<file path="src/rtl/fifo_wr_arbiter.sv">
// Round-robin burst arbiter sharing one FIFO write port among N_REQ producers; optional counters under FIFO_WR_ARB_STATS_EN.
// Latency: ack is combinational, the accepted word appears on fifo_wr_valid/fifo_data_in one cycle later; one idle cycle between bursts.
// Backpressure: fifo_wr_request=0 stalls the owner (no ack, burst count held) while it keeps the port.
module fifo_wr_arbiter #(
  parameter int N_REQ     = 4,
  parameter int DATA_W    = 32,
  parameter int BURST_MAX = 8
) (
  input  logic                      clk,
  input  logic                      reset,
  input  logic [N_REQ-1:0]          req,
  input  logic [N_REQ*DATA_W-1:0]   req_data,
  output logic [N_REQ-1:0]          ack,
  input  logic                      fifo_wr_request,
  output logic                      fifo_wr_valid,
  output logic [DATA_W-1:0]         fifo_data_in,
  output logic [2:0]                owner,
  output logic                      busy
`ifdef FIFO_WR_ARB_STATS_EN
  ,
  input  logic [2:0]                stat_sel,
  output logic [15:0]               stat_words,
  output logic [15:0]               stat_stall
`endif
);

  localparam int PTR_W = (N_REQ > 1) ? $clog2(N_REQ) : 1;
  localparam logic [7:0] CNT_LAST = 8'(BURST_MAX - 1);
  localparam logic [PTR_W-1:0] IDX_LAST = PTR_W'(N_REQ - 1);

  typedef enum logic {
    ST_IDLE  = 1'b0,
    ST_BURST = 1'b1
  } state_t;

  state_t              state_q, state_d;
  logic [PTR_W-1:0]    ptr_q, ptr_d;
  logic [PTR_W-1:0]    owner_q, owner_d;
  logic [7:0]          burst_cnt_q, burst_cnt_d;
  logic                fifo_wr_valid_q, fifo_wr_valid_d;
  logic [DATA_W-1:0]   fifo_data_in_q, fifo_data_in_d;

  logic                rr_found;
  logic [PTR_W-1:0]    rr_idx;
  logic [PTR_W-1:0]    rr_cand;
  logic                xfer;
  logic [PTR_W-1:0]    ptr_after_owner;
  logic [DATA_W-1:0]   owner_data;

  // First requester at or after ptr, wrapping past N_REQ-1.
  always_comb begin
    rr_found = 1'b0;
    rr_idx   = ptr_q;
    rr_cand  = ptr_q;
    for (int i = 0; i < N_REQ; i++) begin
      rr_cand = PTR_W'((int'(ptr_q) + i) % N_REQ);
      if (!rr_found && req[rr_cand]) begin
        rr_found = 1'b1;
        rr_idx   = rr_cand;
      end
    end
  end

  assign owner_data      = req_data[int'(owner_q)*DATA_W +: DATA_W];
  assign xfer            = (state_q == ST_BURST) && req[owner_q] && fifo_wr_request;
  assign ptr_after_owner = (owner_q == IDX_LAST) ? '0 : owner_q + 1'b1;

  always_comb begin
    ack = '0;
    if (xfer) begin
      ack[owner_q] = 1'b1;
    end
  end

  always_comb begin
    state_d         = state_q;
    ptr_d           = ptr_q;
    owner_d         = owner_q;
    burst_cnt_d     = burst_cnt_q;
    fifo_wr_valid_d = 1'b0;
    fifo_data_in_d  = fifo_data_in_q;
    case (state_q)
      ST_IDLE: begin
        if (rr_found) begin
          owner_d     = rr_idx;
          burst_cnt_d = '0;
          state_d     = ST_BURST;
        end
      end
      ST_BURST: begin
        if (xfer) begin
          fifo_data_in_d  = owner_data;
          fifo_wr_valid_d = 1'b1;
          burst_cnt_d     = burst_cnt_q + 8'd1;
          if (burst_cnt_q == CNT_LAST) begin
            ptr_d   = ptr_after_owner;
            state_d = ST_IDLE;
          end
        end else if (!req[owner_q]) begin
          // Owner released; a stalled owner (req high, no space) keeps the port.
          ptr_d   = ptr_after_owner;
          state_d = ST_IDLE;
        end
      end
      default: begin
        state_d = ST_IDLE;
      end
    endcase
  end

  always_ff @(posedge clk or negedge reset) begin
    if (!reset) begin
      state_q         <= ST_IDLE;
      ptr_q           <= '0;
      owner_q         <= '0;
      burst_cnt_q     <= '0;
      fifo_wr_valid_q <= 1'b0;
      fifo_data_in_q  <= '0;
    end else begin
      state_q         <= state_d;
      ptr_q           <= ptr_d;
      owner_q         <= owner_d;
      burst_cnt_q     <= burst_cnt_d;
      fifo_wr_valid_q <= fifo_wr_valid_d;
      fifo_data_in_q  <= fifo_data_in_d;
    end
  end

  assign fifo_wr_valid = fifo_wr_valid_q;
  assign fifo_data_in  = fifo_data_in_q;
  assign owner         = 3'(owner_q);
  assign busy          = (state_q == ST_BURST);

`ifdef FIFO_WR_ARB_STATS_EN
  logic [N_REQ-1:0][15:0] stat_words_q, stat_words_d;
  logic [15:0]            stat_stall_q, stat_stall_d;

  always_comb begin
    stat_words_d = stat_words_q;
    stat_stall_d = stat_stall_q;
    for (int i = 0; i < N_REQ; i++) begin
      if (ack[i] && (stat_words_q[i] != 16'hFFFF)) begin
        stat_words_d[i] = stat_words_q[i] + 16'd1;
      end
    end
    if ((state_q == ST_BURST) && req[owner_q] && !fifo_wr_request
        && (stat_stall_q != 16'hFFFF)) begin
      stat_stall_d = stat_stall_q + 16'd1;
    end
  end

  always_ff @(posedge clk or negedge reset) begin
    if (!reset) begin
      stat_words_q <= '0;
      stat_stall_q <= '0;
    end else begin
      stat_words_q <= stat_words_d;
      stat_stall_q <= stat_stall_d;
    end
  end

  always_comb begin
    stat_words = '0;
    for (int i = 0; i < N_REQ; i++) begin
      if (stat_sel == 3'(i)) begin
        stat_words = stat_words_q[i];
      end
    end
  end

  assign stat_stall = stat_stall_q;
`endif

endmodule
</file>
<file path="config.mk">
export PLATFORM = sky130hd
export DESIGN_NAME = fifo_wr_arbiter
export DESIGN_NICKNAME = d
export VERILOG_FILES = /design/src/rtl/fifo_wr_arbiter.sv
export SDC_FILE = /design/constraint.sdc
export NUM_CORES = 1
export LEC_CHECK = 0
export BUFFER_PORTS_ARGS = -buffer_cell sky130_fd_sc_hd__buf_2
export CAP_MARGIN = 20
export CORE_MARGIN = 2
export CORE_UTILIZATION = 43
export DETAILED_ROUTE_END_ITERATION = 16
export PLACE_DENSITY_LB_ADDON = 0.15
export REMOVE_ABC_BUFFERS = 1
export SETUP_SLACK_MARGIN = 0.1
export SLEW_MARGIN = 0
export SYNTH_ARGS = -nofsm -noshare
export SYNTH_HDL_FRONTEND = slang
export SYNTH_SLANG_ARGS = --single-unit
</file>
<file path="constraint.sdc">
create_clock -name clk -period 2.49 [get_ports clk]
set_input_delay 0.3735 -clock clk [delete_from_list [all_inputs] [get_ports clk]]
set_output_delay 0.3735 -clock clk [all_outputs]
set_load 0.05 [all_outputs]
</file>
==> flow_summary.yaml <==
global_routing:
  grt_max_degree: 40
  grt_overflow_total: 0
  grt_antenna_before_repair: 0
  grt_usage_pct: 21.8
  grt_pass1_wl_mm: 12.4
  first_global_vias: 2668
place:
  port_buffers: 174
  dp_slack_ns: 0.461
  dp_hpwl_mm: 5.82
  gp_congestion: 0.810
  place_area_um2: 3720
yosys:
  syn_avg_cell_area_um2: 10.8
  ys_async_sr_fraction_pct: 100
  netlist_area_um2: 2830
  yosys_warnings: 0
  synth_cell_types: 35
  syn_inst: 262
  synthFlopType: "dfrtp_1"
  ys_seq_elements: 46
  seq_area_frac_synth_pct: 40.7
  synth_edf_count: 0
die:
  die_h_um: 85.1
  die-area_um2: 7240
  fp.dieW_um: 85.1
  num_io_pins: 176
  start_util_pct: 44.5
  core_um2: 6350
  fp-row-count: 29
drt:
  remaining_drc_errors: 0
  drt_iter0_markers: 66
  dr.pass1.iters: 4
  wl_per_cell_um: 14.9
  drt_wl_total_mm: 7.55
  vias_per_cell: 5.06
  postRouteAntennaNets: 0
  num_vias: 2572
sta:
  slew_headroom_pct: 51.1
  setup_violations: 0
  setup_ws_ns: 0.340
  hold_viol: 0
  tightest_slew_ns: 0.733
  min_period_ns: 2.15
  rsz0062_at_grt: "no"
  skew_ns: 0.00402
  holdWs_ns: 0.123
  maxSlewViolCount: 0
  post-route-period-util_pct: 86.3
  timing.fmax_mhz: 465
worst_setup_path:
  worst-setup-path-type: "reg2out"
  crit_chain: "buf_4 -> inv_1 -> ha_1 -> and3_1 -> buf_2"
  path_buf_inv: 3
  crit_arrival_ns: 1.78
  critPathLaunchType: "flip-flop"
  endpoint_kind: "primary output"
  crit_path_top_delay_cell: "buf_4"
  path_max_fanout: 37
  cp_top_family: "buffers and inverters"
  max_stage_delay_ns: 0.43
  worstPathRequired_ns: 2.12
clock_network:
  clkLatencyLatePin_ns: 0.29
  cts_buffer_depth: 2
  cts_sinks: 46
  path_clk_slew_ns: 0.08
  postCtsSetupRepairBufs: 0
  root_buffer: "clkbuf_8"
  cts_hold_buf: 0
  cts_buffers: 5
  post_cts_resized: 0
  tritoncts: "built"
  htreeDepth: 2
finish:
  final_area_um2: 3810
  areaGrowthSynthToFinish_pct: 34.6
  post-route-util_pct: 60.0
  drive_above_1_share_pct: 51.7
  nNetsFinal: 570
  n_antenna_cell: 0
outcome:
  status: "complete, no violations"
power:
  leakagePower_nw: 2.08
  power.density_nw_per_um2: 1200
  vdd_drop_max_mv: 0.857
hold_path:
  hold_path_class: "in2async"
job:
  cap_violations: 0
sequential cells by signal, indices dropped and copies added (netlist names):
signal         cells
ptr_q              2
fifo_wr_valid      1
burst_cnt_q        8
fifo_data_in      32
busy               1
owner_q            2
synth_stat cells, types with 2 or more instances:
cell      instances  area [µm²]
and2_1            2        12.5
and3_1            7        43.8
buf_2             7        35.0
buf_6             5        56.3
clkbuf_1          4        15.0
dfrtp_1          46        1150
ha_1              5        62.6
inv_1             2        7.51
mux2_1            2        22.5
mux2i_1           5        50.1
mux4_2           33         743
nand2_1         107         402
nand4_1           4        25.0
nor2_1            6        22.5
nor2b_1           3        18.8
nor4_1            2        12.5
o21ai_0           3        15.0
xor2_1            2        17.5
cell families (layout without fill, tap and decap cells):
| family | Yosys count | in the layout | share of synthesized area, % |
|---|---|---|---|
| AO/OA/AOI/OAI | 11 | 11 | 2.61 |
| multiplexers | 40 | 40 | 28.8 |
| buffers and inverters | 21 | 190 | 4.56 |
| adder cells (fa/ha/maj) | 5 | 5 | 2.21 |
| other | 1 | 1 | 0.133 |
| flip-flops | 46 | 46 | 40.7 |
| XOR/XNOR | 2 | 2 | 0.620 |
| AND/OR/NAND/NOR | 136 | 136 | 20.3 |
report_power, final:
part           switching, W  internal [W]  total, W
clock              0.000242      0.000224  0.000466
sequential         0.000173       0.00105   0.00123
combinational       0.00191      0.000979   0.00289
cell usage in the layout, fill, tap and decap left out, drive strengths merged, types with 2 or more instances in the layout:
cell	instances
nor2	6
xor2	2
clkbuf	7
mux2i	5
dfrtp	46
nor4	2
nor2b	3
nand2	108
ha	5
and3	7
mux2	2
and2	2
inv	3
mux4	33
o21ai	4
buf	179
nand4	4
metal layers:
layer	global-route usage (%)	up-vias	wire [µm]
li1	-	1251	-
met1	26.1	1204	3010
met2	38.4	105	3800
met3	5.64	12	598
met4	6.78	0	138
met5	0	-	0
through the flow:
step	cells	power, W	setup TNS, ns
after floorplan	244	0.00345	-38.73
after global placement	500	0.00413	0
after detailed placement	500	0.00417	0
after CTS	508	0.00465	0
after global routing	508	0.00492	0
final	508	0.00458	0
final cells by class:
cell class | count | area (µm²)
fill | 578 | 2540
multi-input combinational | 195 | 1550
sequential | 46 | 1150
timing repair buffer | 179 | 908
tap | 77 | 96.3
clock buffer | 7 | 86.3
inverter | 3 | 11.3
clock inverter | 1 | 5.00
worst paths after layout:
kind,depth (start not counted),slack [ns],start,end
min in group clk,3,0.43,req[1],owner_q[1]
worst min register to register,2,0.47,fifo_data_in[23],fifo_data_in[23]
worst max register to register,5,0.55,owner_q[0],burst_cnt_q[6]
worst min-delay path,1,0.12,reset,fifo_data_in[21]
max in group asynchronous,2,1.65,reset,fifo_data_in[26]
worst max-delay path,5,0.34,owner_q[1],ack[0]
Power figures use the tool's default switching activity.
